--- config.mk ---
export PLATFORM = sky130hd
export DESIGN_NAME = loa_share_arb
export DESIGN_NICKNAME = d
export VERILOG_FILES = /design/src/rtl/loa_share_pkg.sv /design/src/rtl/loa_16.sv /design/src/rtl/loa_share_arb_rr_arbiter.sv /design/src/rtl/loa_share_arb.sv
export SDC_FILE = /design/constraint.sdc
export NUM_CORES = 1
export LEC_CHECK = 0
export CAP_MARGIN = 5
export CORE_MARGIN = 5
export CORE_UTILIZATION = 38
export CTS_CLUSTER_DIAMETER = 30
export DETAILED_ROUTE_END_ITERATION = 6
export PLACE_DENSITY = 0.83
export RECOVER_POWER = 100
export SYNTH_ARGS = -nofsm -noshare
export SYNTH_HDL_FRONTEND = slang
export SYNTH_HIERARCHICAL = 1
export SYNTH_SLANG_ARGS = --single-unit
--- constraint.sdc ---
create_clock -name clk -period 4.83 [get_ports clk]
set_input_delay 0.966 -clock clk [delete_from_list [all_inputs] [get_ports clk]]
set_output_delay 0.966 -clock clk [all_outputs]
set_load 0.05 [all_outputs]
--- src/rtl/loa_share_pkg.sv ---
// Shared constants and round-robin helper for the LOA sharing arbiter family.
package loa_share_pkg;

  localparam int unsigned DATA_W  = 32;
  localparam int unsigned LOA_M   = 16;
  localparam int unsigned MAX_REQ = 8;
  localparam int unsigned PTR_W   = 3;

  // First valid index after ptr (wrapping modulo nreq); returns ptr when nothing is valid.
  function automatic logic [PTR_W-1:0] rr_next(input logic [PTR_W-1:0]   ptr,
                                               input logic [MAX_REQ-1:0] valid,
                                               input int unsigned        nreq);
    logic [PTR_W-1:0] sel;
    logic             found;
    int unsigned      idx;
    sel   = ptr;
    found = 1'b0;
    for (int unsigned k = 1; k <= MAX_REQ; k++) begin
      idx = (32'(ptr) + k) % nreq;
      if (!found && (k <= nreq) && valid[PTR_W'(idx)]) begin
        sel   = PTR_W'(idx);
        found = 1'b1;
      end
    end
    return sel;
  endfunction

endpackage

--- src/rtl/loa_16.sv ---
// Lower-part-OR approximate adder: OR in the low 16 bits, exact add above with one carry hint.
module loa_16
  import loa_share_pkg::*;
(
  input  logic [DATA_W-1:0] a,
  input  logic [DATA_W-1:0] b,
  output logic [DATA_W-1:0] s
);

  localparam int unsigned HI_W = DATA_W - LOA_M;

  logic c_m;

  assign c_m               = a[LOA_M-1] & b[LOA_M-1];
  assign s[LOA_M-1:0]      = a[LOA_M-1:0] | b[LOA_M-1:0];
  assign s[DATA_W-1:LOA_M] = a[DATA_W-1:LOA_M] + b[DATA_W-1:LOA_M] + HI_W'(c_m);

endmodule

--- src/rtl/loa_share_arb_rr_arbiter.sv ---
// Combinational round-robin arbiter: one-hot grant plus encoded index.
module rr_arbiter
  import loa_share_pkg::*;
#(
  parameter int unsigned NREQ = 4,
  parameter int unsigned IDW  = 2
) (
  input  logic [NREQ-1:0] valid,
  input  logic [IDW-1:0]  ptr,
  input  logic            enable,
  output logic [NREQ-1:0] grant_c,
  output logic [IDW-1:0]  grant_idx_c
);

  logic [MAX_REQ-1:0] valid_ext;
  logic [PTR_W-1:0]   sel;

  always_comb begin
    valid_ext = '0;
    for (int unsigned i = 0; i < NREQ; i++) valid_ext[i] = valid[i];
    sel         = rr_next(PTR_W'(ptr), valid_ext, NREQ);
    grant_idx_c = IDW'(sel);
    grant_c     = '0;
    if (enable && (|valid)) grant_c[grant_idx_c] = 1'b1;
  end

endmodule

--- src/rtl/loa_share_arb.sv ---
// Time-shares one LOA_16 adder among NREQ requesters with round-robin grant
// and a single backpressured result register.
module loa_share_arb
  import loa_share_pkg::*;
#(
  parameter int unsigned NREQ = 4,
  parameter int unsigned IDW  = 2
) (
  input  logic                   clk,
  input  logic                   rst,
  input  logic [NREQ-1:0]        req_valid,
  output logic [NREQ-1:0]        req_ready,
  input  logic [NREQ*DATA_W-1:0] req_a,
  input  logic [NREQ*DATA_W-1:0] req_b,
  output logic                   resp_valid,
  input  logic                   resp_ready,
  output logic [DATA_W-1:0]      resp_sum,
  output logic [IDW-1:0]         resp_id,
  output logic [31:0]            op_count
);

  logic [IDW-1:0]    rr_q, rr_d;
  logic              resp_valid_q, resp_valid_d;
  logic [DATA_W-1:0] resp_sum_q, resp_sum_d;
  logic [IDW-1:0]    resp_id_q, resp_id_d;
  logic [31:0]       op_count_q, op_count_d;

  logic              accept_c;
  logic              handshake_c;
  logic [NREQ-1:0]   grant_c;
  logic [IDW-1:0]    grant_idx_c;
  logic [DATA_W-1:0] op_a_c, op_b_c, loa_sum_c;

  // A draining stage accepts in the same cycle, so back-to-back results need no bubble.
  assign accept_c    = !resp_valid_q || resp_ready;
  assign req_ready   = grant_c;
  assign handshake_c = |grant_c;

  rr_arbiter #(.NREQ(NREQ), .IDW(IDW)) u_arb (
    .valid       (req_valid),
    .ptr         (rr_q),
    .enable      (accept_c && !rst),
    .grant_c     (grant_c),
    .grant_idx_c (grant_idx_c)
  );

  always_comb begin
    op_a_c = '0;
    op_b_c = '0;
    for (int unsigned i = 0; i < NREQ; i++) begin
      if (grant_idx_c == IDW'(i)) begin
        op_a_c = req_a[i*DATA_W +: DATA_W];
        op_b_c = req_b[i*DATA_W +: DATA_W];
      end
    end
  end

  loa_16 u_loa (
    .a (op_a_c),
    .b (op_b_c),
    .s (loa_sum_c)
  );

  always_comb begin
    rr_d         = rr_q;
    resp_valid_d = resp_valid_q;
    resp_sum_d   = resp_sum_q;
    resp_id_d    = resp_id_q;
    op_count_d   = op_count_q;
    if (resp_valid_q && resp_ready) op_count_d = op_count_q + 32'd1;
    if (accept_c) begin
      resp_valid_d = handshake_c;
      if (handshake_c) begin
        resp_sum_d = loa_sum_c;
        resp_id_d  = grant_idx_c;
        rr_d       = grant_idx_c;
      end
    end
  end

  always_ff @(posedge clk) begin
    if (rst) begin
      rr_q         <= IDW'(NREQ - 1);
      resp_valid_q <= 1'b0;
      resp_sum_q   <= '0;
      resp_id_q    <= '0;
      op_count_q   <= '0;
    end else begin
      rr_q         <= rr_d;
      resp_valid_q <= resp_valid_d;
      resp_sum_q   <= resp_sum_d;
      resp_id_q    <= resp_id_d;
      op_count_q   <= op_count_d;
    end
  end

  assign resp_valid = resp_valid_q;
  assign resp_sum   = resp_sum_q;
  assign resp_id    = resp_id_q;
  assign op_count   = op_count_q;

endmodule

# Yosys cells after proc, flatten, opt, wreduce, memory -nomap -nowiden
# Index checks and enable logic that the tools add are counted.
# totals
inputBits	263
word_cells	66
register_bits	69
# op_classes
eq_ne	3
add_sub_neg	7
n_reduce_logical	17
order_cmp	6
bitwise	2
mux	26
# op_table
operator	count
32-bit 2-to-1 mux	8
32-bit by 1-bit adder with 32-bit output (second input constant)	1
16-bit by 1-bit adder with 16-bit output	1
16-bit adder	1
2-bit by 4-bit less-than comparator with 1-bit output (second input constant)	4
16-bit bitwise OR	1
1-bit binary-select mux with 2-bit select	4
1-bit 2-to-1 mux	8
2-bit 2-to-1 mux	4
4-bit OR reduction	2
1-bit logical AND	7
1-bit zero test	5
2-bit by 1-bit adder with 2-bit output (second input constant)	2
2-bit adder (second input constant)	2
2-bit == test (second input constant)	2
4-bit 2-to-1 mux	1
2-bit by 3-bit less-than comparator with 1-bit output (second input constant)	1
1-bit demux with 2-bit select	1
2-bit by 1-bit == test with 1-bit output (second input constant)	1
2-bit by 1-bit >= comparator with 1-bit output (second input constant)	1
2-bit zero test	1
2-bit AND reduction	1
1-bit bitwise AND	1
1-bit logical OR	1

# Longest topological paths before layout
# Gate-level depths: netlist of run 1.
# logic_depth
ltp_word	20
mapped_depth	16
mapped_depth_nobuf	14

# Hierarchy
# The synthesis of run 1 kept the hierarchy.
# by_module_without_submodules
mod	seq_area_each_um2	cells_per_inst	area_each_um2	n_inst
loa_share_arb	1381.3	416	4284.1	1
loa_16	0.0	126	893.4	1
rr_arbiter	0.0	19	176.4	1

# Worst setup path before layout of run 1
# No wires, ideal clock.
# synth_path
path_kind	input to register
start	input req_valid[2]
end	register resp_sum_q[28] (netlist: resp_sum[28])
path_stages	16
arrival_time_ns	4.288
setup_ns	0.070
path_buffers	2
setup_slack_ns	0.472
cell_sequence	mux2i_1 a32oi_1 nand2_1 buf_2 buf_1 mux4_2 inv_1 fa_1 fa_1 nand2b_1 a21oi_2 o211ai_2 mux2_1 nor2_1 nand2_1 a21oi_1
# synth_via
elab_chain_cells	19
elab_cells_between_ends	46
cone_classes	add/sub: 2; order compare: 2; eq/ne: 3; mux: 26; bitwise: 1; reduce/logical: 12
# synth_lines
item	line	source
from (decl)	loa_share_arb.sv:11	input logic [NREQ-1:0] req_valid,
1-bit binary-select mux with 2-bit select	loa_share_pkg.sv:20	if (!found && (k <= nreq) && valid[PTR_W'(idx)]) begin
1-bit 2-to-1 mux (implied by the code)	loa_share_pkg.sv:20	
1-bit 2-to-1 mux	loa_share_pkg.sv:20	
1-bit zero test	loa_share_pkg.sv:20	
1-bit logical AND	loa_share_pkg.sv:20	
1-bit 2-to-1 mux	loa_share_pkg.sv:20	
1-bit zero test	loa_share_pkg.sv:20	
1-bit logical AND	loa_share_pkg.sv:20	
(+4 left out)	n/a	
named net grant_idx_c[0]	loa_share_arb.sv:31	logic [IDW-1:0] grant_idx_c;
2-bit zero test	loa_share_arb.sv:51	if (grant_idx_c == IDW'(i)) begin
32-bit 2-to-1 mux (3 in series)	loa_share_arb.sv:51	
32-bit 2-to-1 mux (*)	loa_share_arb.sv:51	
named net op_a_c[16]	loa_share_arb.sv:32	logic [DATA_W-1:0] op_a_c, op_b_c, loa_sum_c;
16-bit adder (*)	loa_16.sv:16	assign s[DATA_W-1:LOA_M] = a[DATA_W-1:LOA_M] + b[DATA_W-1:LOA_M] + HI_W'(c_m);
16-bit by 1-bit adder with 16-bit output (*)	loa_16.sv:16	
named net loa_sum_c[28]	loa_share_arb.sv:32	
to (signal assigned)	loa_share_arb.sv:91	resp_sum_q <= resp_sum_d;
to (decl)	loa_share_arb.sv:24	logic [DATA_W-1:0] resp_sum_q, resp_sum_d;
# Mark *: on every way through the listed nets, which the timed path passes. The rest lies on a longest branch. The select of a mux whose other input is x is not followed.
# A chain may end at the register's enable or synchronous reset.

# Worst setup path after layout of run 1
# layout_path
start	input req_valid[0]
end	output req_ready[3]
# layout_via
elab_chain_cells	17
elab_cells_between_ends	29
cone_classes	order compare: 2; mux: 18; reduce/logical: 9
# layout_lines
item	line	source
1-bit binary-select mux with 2-bit select	loa_share_pkg.sv:20	
1-bit 2-to-1 mux (implied by the code)	loa_share_pkg.sv:20	
1-bit 2-to-1 mux	loa_share_pkg.sv:20	
1-bit zero test	loa_share_pkg.sv:20	
1-bit logical AND	loa_share_pkg.sv:20	
1-bit 2-to-1 mux	loa_share_pkg.sv:20	
1-bit zero test	loa_share_pkg.sv:20	
1-bit logical AND	loa_share_pkg.sv:20	
(+2 left out)	n/a	
1-bit logical AND	loa_share_pkg.sv:20	
2-bit 2-to-1 mux (*)	loa_share_pkg.sv:20	
named net grant_idx_c[1]	loa_share_arb.sv:31	
2-bit by 3-bit less-than comparator with 1-bit output (implied by the code) or 2-bit by 1-bit >= comparator with 1-bit output (tied branches)	loa_share_arb_rr_arbiter.sv:24	if (enable && (|valid)) grant_c[grant_idx_c] = 1'b1;
1-bit logical AND (implied by the code)	loa_share_arb_rr_arbiter.sv:24	
1-bit 2-to-1 mux (implied by the code)	loa_share_arb_rr_arbiter.sv:24	
1-bit demux with 2-bit select (*)	n/a	
4-bit 2-to-1 mux (*)	loa_share_arb_rr_arbiter.sv:24	
to (decl)	loa_share_arb.sv:12	output logic [NREQ-1:0] req_ready,
# Marks and branches as above.

==> impl_metrics.prom, run 1 <==
# TYPE chip_impl_metric gauge
chip_impl_info{name="outcome",value="complete, no violations"} 1
chip_impl_metric{name="final.setup.worst_slack",unit="ps"} 151.0
chip_impl_metric{name="drtAntennaViolNets",unit=""} 0
chip_impl_metric{name="met2_length",unit="um"} 10820
chip_impl_metric{name="dr_wl_met3",unit="um"} 1557
chip_impl_info{name="final_common_cell",value="clkdlybuf4s50_1"} 1
chip_impl_metric{name="worst_clock_skew",unit="ps"} 6.976
chip_impl_metric{name="placed_cells_incl_taps",unit=""} 1050
chip_impl_metric{name="ys_seq_area_frac",unit=""} 0.2580
chip_impl_metric{name="filler_cell_count",unit=""} 1100
chip_impl_metric{name="netlist_instances",unit=""} 561
chip_impl_info{name="criticalPathCategory",value="primary input to output port"} 1
chip_impl_metric{name="worst_ep_arrival_time",unit="ps"} 3710
chip_impl_metric{name="finish.cell_count_without_fillers",unit=""} 1067
chip_impl_metric{name="fin_setup_tns",unit="ps"} 0
chip_impl_info{name="path_common_cell",value="clkdlybuf4s50_1"} 1
chip_impl_metric{name="drt-vias-per-instance",unit=""} 5.462
chip_impl_metric{name="placement.io_buffers",unit=""} 333
chip_impl_metric{name="die-width",unit="um"} 128.7
chip_impl_metric{name="async_reset_ff_frac",unit=""} 0
chip_impl_metric{name="m1WireLength",unit="um"} 7282
chip_impl_metric{name="number_of_global_route_vias_before_repair",unit=""} 5931
chip_impl_metric{name="slew-limit-headroom",unit=""} 0.3454
chip_impl_metric{name="syn_nets",unit=""} 841
chip_impl_metric{name="yosysWarningCount",unit=""} 6
chip_impl_metric{name="drt_iter0_markers",unit=""} 358
chip_impl_info{name="synthTopCellsByArea",value="mux4_2, dfxtp_1, nand2_1"} 1
chip_impl_metric{name="gp_congestion",unit=""} 0.8745
chip_impl_metric{name="drc",unit=""} 0
chip_impl_metric{name="clk_pin_slew",unit="ps"} 50
chip_impl_metric{name="number_of_nets_in_the_layout",unit=""} 1161
chip_impl_info{name="critical_path.startpoint",value="req_valid[0]"} 1
chip_impl_metric{name="slew_violations",unit=""} 0
chip_impl_metric{name="detailed_place_hpwl",unit="um"} 17160
chip_impl_metric{name="power.density",unit="mW/mm2"} 454.5
chip_impl_metric{name="tightest_slew",unit="ps"} 982.0
chip_impl_metric{name="post_synth_num_cell_types",unit=""} 52
chip_impl_metric{name="hold_slack",unit="ps"} 448.5
chip_impl_info{name="postSynth.topFlopCell",value="dfxtp_1"} 1
chip_impl_info{name="tritoncts",value="built"} 1
chip_impl_info{name="yosys.area.top_type",value="mux4_2"} 1
chip_impl_info{name="min_from",value="resp_sum[10]"} 1
chip_impl_metric{name="multi_input_comb_area",unit="mm2"} 0.003767
chip_impl_metric{name="gr-usage-all-layers",unit=""} 0.2386
chip_impl_info{name="path_cells",value="clkdlybuf4s50_1 -> clkbuf_1 -> a21o_2 -> a31oi_2 -> buf_12 -> o211a_1 -> clkdlybuf4s50_1"} 1
chip_impl_metric{name="crit_path_max_fanout",unit=""} 56
chip_impl_metric{name="syn_area",unit="mm2"} 0.005354
chip_impl_info{name="top_signal_layer_used",value="met5"} 1
chip_impl_metric{name="util_after_layout",unit=""} 0.6629
chip_impl_info{name="cp-start-kind",value="primary input"} 1
chip_impl_metric{name="num_rows",unit=""} 43
chip_impl_metric{name="critPathMaxStageDelay",unit="ps"} 820
chip_impl_info{name="timing.hold.worst.class",value="flop to flop"} 1
chip_impl_metric{name="pre_cts_slack",unit="ps"} 74.16
chip_impl_metric{name="layout-drive-gt1-share",unit=""} 0.1422
chip_impl_metric{name="core-area",unit="mm2"} 0.01383
chip_impl_metric{name="count_of_cells_resized_by_post_cts_repair",unit=""} 0
chip_impl_metric{name="cts_post_setup_buffers_inserted",unit=""} 0
chip_impl_metric{name="syn_area_per_cell",unit="um2"} 9.543
chip_impl_metric{name="wire_length_of_the_first_global_routing_pass",unit="um"} 31030
chip_impl_info{name="reg2reg_from",value="rr_q[1]"} 1
chip_impl_metric{name="grt_antenna_before_repair",unit=""} 3
chip_impl_info{name="critPathSlowestCell",value="clkdlybuf4s50_1"} 1
chip_impl_info{name="grt_setup_unrepaired",value="no"} 1
chip_impl_metric{name="postRouteWirelength",unit="um"} 20450
chip_impl_metric{name="ir_worst_vdd",unit="V"} 0.0002292
chip_impl_info{name="layout.cells.most_common_list",value="clkdlybuf4s50_1, nand2_1, a21oi_1, dlygate4sd3_1, dfxtp_1"} 1
chip_impl_metric{name="data_required_time_of_the_critical_path",unit="ps"} 3860
chip_impl_metric{name="numCtsBuffers",unit=""} 9
chip_impl_metric{name="clock_tree.htree_level_count",unit=""} 3
chip_impl_metric{name="final_period_minus_worst_setup_slack",unit="ps"} 4679
chip_impl_metric{name="area_growth_syn_to_layout",unit="%"} 71.21
chip_impl_metric{name="max_freq",unit="GHz"} 0.2137
chip_impl_metric{name="synthDominantCellAreaShare",unit=""} 0.2692
chip_impl_metric{name="cts-root-to-sink-buffers",unit=""} 2
chip_impl_metric{name="drt_pass1_iterations",unit=""} 5
chip_impl_metric{name="routed-via-count",unit=""} 5828
chip_impl_metric{name="cts.sink_count",unit=""} 69
chip_impl_metric{name="holdBufCountCts",unit=""} 0
chip_impl_metric{name="maxCapViolCount",unit=""} 0
chip_impl_metric{name="num_io_pins",unit=""} 334
chip_impl_metric{name="ys_seq_elements",unit=""} 69
chip_impl_metric{name="clkLatencyLatePin",unit="ps"} 330
chip_impl_metric{name="post_drt_wl_per_cell",unit="um"} 19.16
chip_impl_metric{name="initial_utilization",unit=""} 0.3872
chip_impl_info{name="cts_root_buffer",value="clkbuf_16"} 1
chip_impl_info{name="worst_setup_end_kind",value="output port"} 1
chip_impl_metric{name="power.leakage",unit="uW"} 0.003495
chip_impl_metric{name="grt_remaining_overflow",unit=""} 0
chip_impl_metric{name="die_area",unit="mm2"} 0.01656
chip_impl_metric{name="area.sequential",unit="mm2"} 0.001381
chip_impl_metric{name="timing.final.hold_violations",unit=""} 0
chip_impl_metric{name="grt_max_degree",unit=""} 71
chip_impl_metric{name="min_period_over_period",unit=""} 0.9687
chip_impl_metric{name="setup_viol",unit=""} 0
chip_impl_metric{name="die_y",unit="um"} 128.7
chip_impl_metric{name="synth_enable_flop_cells",unit=""} 0
## state kept, by name, indices dropped and copies added, names as in the netlist
| signal | cells |
|---|---|
| op_count | 32 |
| resp_sum | 32 |
| resp_id | 2 |
| rr_q | 2 |
| resp_valid | 1 |
## synthesized netlist by cell type (9+ instances only)
master and number:
inv_1 11, nand3_1 12, xor2_1 9, o31ai_1 13, xnor2_1 14, buf_1 9, or4_1 15, clkbuf_1 25
nor2_1 20, dfxtp_1 69, nand2_1 95, mux4_2 64, a21oi_1 69, nand4_1 10, ha_1 15, or2_2 17
## routing by layer
layer  vias up  global-route usage
met4         6             0.08215
li1       2768                   -
met3        52             0.05645
met5         -                   0
met2       252              0.4311
met1      2750              0.2755
## where the power goes
part | switching, uW | internal [uW] | total (uW)
Combinational | 1490 | 1280 | 2770
Clock | 235 | 441 | 676
Sequential | 56.4 | 663 | 719
## area by class of cell
cell class / instances / area share
clock inverter: 3 / 0.004641
sequential: 69 / 0.1507
antenna: 1 / 0.0002730
multi-input combinational: 442 / 0.4110
timing repair buffer: 348 / 0.3748
tap: 180 / 0.02457
inverter: 11 / 0.004505
clock buffer: 13 / 0.02948
## worst max-delay path: cells and delay by family
family	cells	cell delay, ps
AOI/OAI and AO/OA	3	940
buffers and inverters	4	1790
## cells by family (layout without fill, tap and decap cells)
logic type | after synthesis | in the layout | synth area share
xor+xnor | 23 | 23 | 0.03763
mux | 70 | 70 | 0.2809
fa+ha+maj | 17 | 17 | 0.04253
simple gates | 215 | 215 | 0.2089
buf+inv | 50 | 375 | 0.03786
flops | 69 | 69 | 0.2580
compound gates | 117 | 117 | 0.1341
other cells | 0 | 1 | 0
## final timing paths
kind	endpoint	cells after the start	slack, ps
max	req_ready[3]	7	150
min	resp_sum[10]	2	450
max reg2reg	resp_sum[29]	14	990
min reg2reg	resp_sum[10]	2	450
## stage by stage
step | instance area [um2] | total power, uW
after detailed placement | 8876 | 3561
after global routing | 9164 | 4464
after CTS | 9189 | 4246
after floorplan | 5354 | 2747
after global placement | 8876 | 3508
final | 9166 | 4166
Note: power is estimated with default switching activity, not from simulation.
==> inputs of run 2 (changes only) <==
CAP_MARGIN = unset   (was 5)
CTS_CLUSTER_DIAMETER = unset   (was 30)
==> results of run 2 <==
Final layout, timing and power as in run 1 (identical DEF).
==> inputs of run 3 (changes only) <==
RECOVER_POWER = 25   (was 100)
==> run 3 against run 2 <==
Die area is the same. Via count up 0.38%. Sequential share of layout area hardly changed. Total power is 0.76% higher. Largest cell class unchanged.
==> impl_metrics.prom, run 3 (synthesis gave the netlist of run 1 again) <==
# TYPE chip_impl_metric gauge
chip_impl_metric{name="crit_path_max_fanout",unit=""} 56
chip_impl_info{name="tritoncts",value="built"} 1
chip_impl_metric{name="postRouteWirelength",unit="um"} 20470
chip_impl_metric{name="slew-limit-headroom",unit=""} 0.4832
chip_impl_metric{name="clock_power_share",unit=""} 0.161
chip_impl_metric{name="clk_pin_slew",unit="ps"} 50
chip_impl_metric{name="cts_post_setup_buffers_inserted",unit=""} 0
chip_impl_metric{name="timing.final.hold_violations",unit=""} 0
chip_impl_info{name="critPathSlowestCell",value="clkdlybuf4s50_1"} 1
chip_impl_metric{name="holdBufCountCts",unit=""} 0
chip_impl_info{name="path_cells",value="clkdlybuf4s50_1 -> buf_4 -> a21o_2 -> a31oi_4 -> buf_12 -> o211a_1 -> clkdlybuf4s50_1"} 1
chip_impl_metric{name="grt_antenna_before_repair",unit=""} 3
chip_impl_metric{name="worst_ep_arrival_time",unit="ps"} 3550
chip_impl_info{name="worst_hold_path.endpoint",value="resp_sum[17]"} 1
chip_impl_metric{name="die_y",unit="um"} 128.7
chip_impl_metric{name="worst_clock_skew",unit="ps"} 7.529
chip_impl_metric{name="drc",unit=""} 0
chip_impl_metric{name="number_of_global_route_vias_before_repair",unit=""} 5931
chip_impl_metric{name="slew_violations",unit=""} 0
chip_impl_metric{name="grt_max_degree",unit=""} 71
chip_impl_info{name="worst_path_dominant_cell_family",value="buffers and inverters"} 1
chip_impl_metric{name="die-width",unit="um"} 128.7
chip_impl_metric{name="drt_iter0_markers",unit=""} 354
chip_impl_info{name="outcome",value="complete, no violations"} 1
chip_impl_metric{name="layout-drive-gt1-share",unit=""} 0.1456
chip_impl_metric{name="p_int",unit="uW"} 2406
chip_impl_metric{name="core-area",unit="mm2"} 0.01383
chip_impl_info{name="min_from",value="resp_sum[17]"} 1
chip_impl_metric{name="comb_power_share",unit=""} 0.667
chip_impl_metric{name="worst_r2r_path_depth",unit=""} 14
chip_impl_metric{name="worstPathBufferInverterCount",unit=""} 4
chip_impl_metric{name="drt_pass1_iterations",unit=""} 4
chip_impl_metric{name="numCtsBuffers",unit=""} 9
chip_impl_metric{name="finish.cell_count_without_fillers",unit=""} 1067
chip_impl_metric{name="grt_remaining_overflow",unit=""} 0
chip_impl_metric{name="count_of_cells_resized_by_post_cts_repair",unit=""} 0
chip_impl_metric{name="filler_cell_count",unit=""} 1099
chip_impl_info{name="path_common_cell",value="clkdlybuf4s50_1"} 1
chip_impl_info{name="critical_path.startpoint",value="req_valid[0]"} 1
chip_impl_metric{name="drtAntennaViolNets",unit=""} 0
chip_impl_info{name="timing.hold.worst.class",value="flop to flop"} 1
chip_impl_metric{name="power.leakage",unit="uW"} 0.003370
chip_impl_metric{name="num_rows",unit=""} 43
chip_impl_metric{name="area_growth_syn_to_layout",unit="%"} 71.68
chip_impl_metric{name="detailed_place_hpwl",unit="um"} 17160
chip_impl_metric{name="placed_cells_incl_taps",unit=""} 1050
chip_impl_metric{name="routed-via-count",unit=""} 5850
chip_impl_metric{name="max_freq",unit="GHz"} 0.2215
chip_impl_metric{name="clock_tree.htree_level_count",unit=""} 3
chip_impl_metric{name="tightest_slew",unit="ps"} 773.0
chip_impl_metric{name="hold_depth",unit=""} 2
chip_impl_metric{name="number_of_nets_in_the_layout",unit=""} 1161
chip_impl_metric{name="data_required_time_of_the_critical_path",unit="ps"} 3860
chip_impl_metric{name="cts.sink_count",unit=""} 69
chip_impl_info{name="cp-start-kind",value="primary input"} 1
chip_impl_metric{name="maxCapViolCount",unit=""} 0
chip_impl_metric{name="final.setup.worst_slack",unit="ps"} 316.1
chip_impl_metric{name="pwr-share-seq",unit=""} 0.172
chip_impl_metric{name="clkLatencyLatePin",unit="ps"} 330
chip_impl_metric{name="drt-vias-per-instance",unit=""} 5.483
chip_impl_metric{name="final_period_minus_worst_setup_slack",unit="ps"} 4514
chip_impl_info{name="layout.cells.most_common_list",value="clkdlybuf4s50_1, nand2_1, a21oi_1, dfxtp_1, mux4_2"} 1
chip_impl_metric{name="min_period_over_period",unit=""} 0.9346
chip_impl_metric{name="setup_viol",unit=""} 0
chip_impl_info{name="grt_setup_unrepaired",value="no"} 1
chip_impl_metric{name="initial_utilization",unit=""} 0.3872
chip_impl_info{name="final_common_cell",value="clkdlybuf4s50_1"} 1
chip_impl_metric{name="wire_length_of_the_first_global_routing_pass",unit="um"} 31030
chip_impl_metric{name="gr-usage-all-layers",unit=""} 0.2386
chip_impl_info{name="cts_root_buffer",value="clkbuf_16"} 1
chip_impl_metric{name="pre_cts_slack",unit="ps"} 74.16
chip_impl_info{name="criticalPathCategory",value="primary input to output port"} 1
chip_impl_metric{name="gp_congestion",unit=""} 0.8745
chip_impl_metric{name="power_switching",unit="uW"} 1792
chip_impl_info{name="worst_setup_end_kind",value="output port"} 1
chip_impl_metric{name="p_sw_frac",unit=""} 0.4268
chip_impl_metric{name="critPathMaxStageDelay",unit="ps"} 820
chip_impl_metric{name="die_area",unit="mm2"} 0.01656
chip_impl_metric{name="num_io_pins",unit=""} 334
chip_impl_metric{name="power.density",unit="mW/mm2"} 456.7
chip_impl_info{name="r2r-end",value="resp_sum[28]"} 1
chip_impl_info{name="reg2reg_from",value="rr_q[1]"} 1
chip_impl_metric{name="worst-r2r-setup-slack",unit="ps"} 1020
chip_impl_metric{name="fin_setup_tns",unit="ps"} 0
chip_impl_metric{name="placement.io_buffers",unit=""} 333
chip_impl_metric{name="cts-root-to-sink-buffers",unit=""} 2
chip_impl_metric{name="post_drt_wl_per_cell",unit="um"} 19.19
chip_impl_metric{name="ir_worst_vdd",unit="V"} 0.0002296
## run 3: final cells by class
type	instances	area, um2	share of cell area
multi-input cells	442	3780	0.4112
repair buffers	348	3448	0.3752
flip-flops and latches	69	1381	0.1503
clock buffers	13	270.3	0.02940
well taps	180	225.2	0.02450
clock inverters	3	42.54	0.004628
inverters	11	41.29	0.004492
diodes	1	2.502	0.0002723
## run 3: tightest hold or removal path, delay by kind of cell (launching register included)
kind | cells | cell delay, ps
flops | 1 | 300
simple gates | 1 | 50
compound gates | 1 | 50
## run 3: worst max-delay path by stage
stage	endpoint	cells past startpoint
global placement	resp_sum[30]	15
global route	resp_sum[28]	15
detailed placement	resp_sum[28]	15
finish	req_ready[3]	7
CTS	req_ready[3]	7
floorplan	resp_sum[28]	16
## run 3: through the flow
stage	hold slack [ps]	cell area (um2)	util	total power (uW)
4_1_cts	454.5	9189	0.6646	4246
3_3_place_gp	440.8	8876	0.6419	3508
5_1_grt	467.8	9189	0.6646	4491
6_report	448.8	9191	0.6647	4198
3_5_place_dp	448.4	8876	0.6419	3561
2_1_floorplan	568.6	5354	-	2747
## run 3: power by group through the flow
stage	sequential, uW	clock [uW]	combinational [uW]
detailed placement	735	0	2830
finish	720	676	2800
global placement	730	0	2780
CTS	723	687	2840
floorplan	1000	0	1750
global route	733	719	3040
## run 3: per-layer routing
metal	global-route usage	share of wire	vias to the layer above
met2	0.4311	0.53	269
met3	0.05645	0.078	50
met4	0.08215	0.036	6
met1	0.2755	0.36	2752
met5	0	0.0020	-
li1	-	-	2773
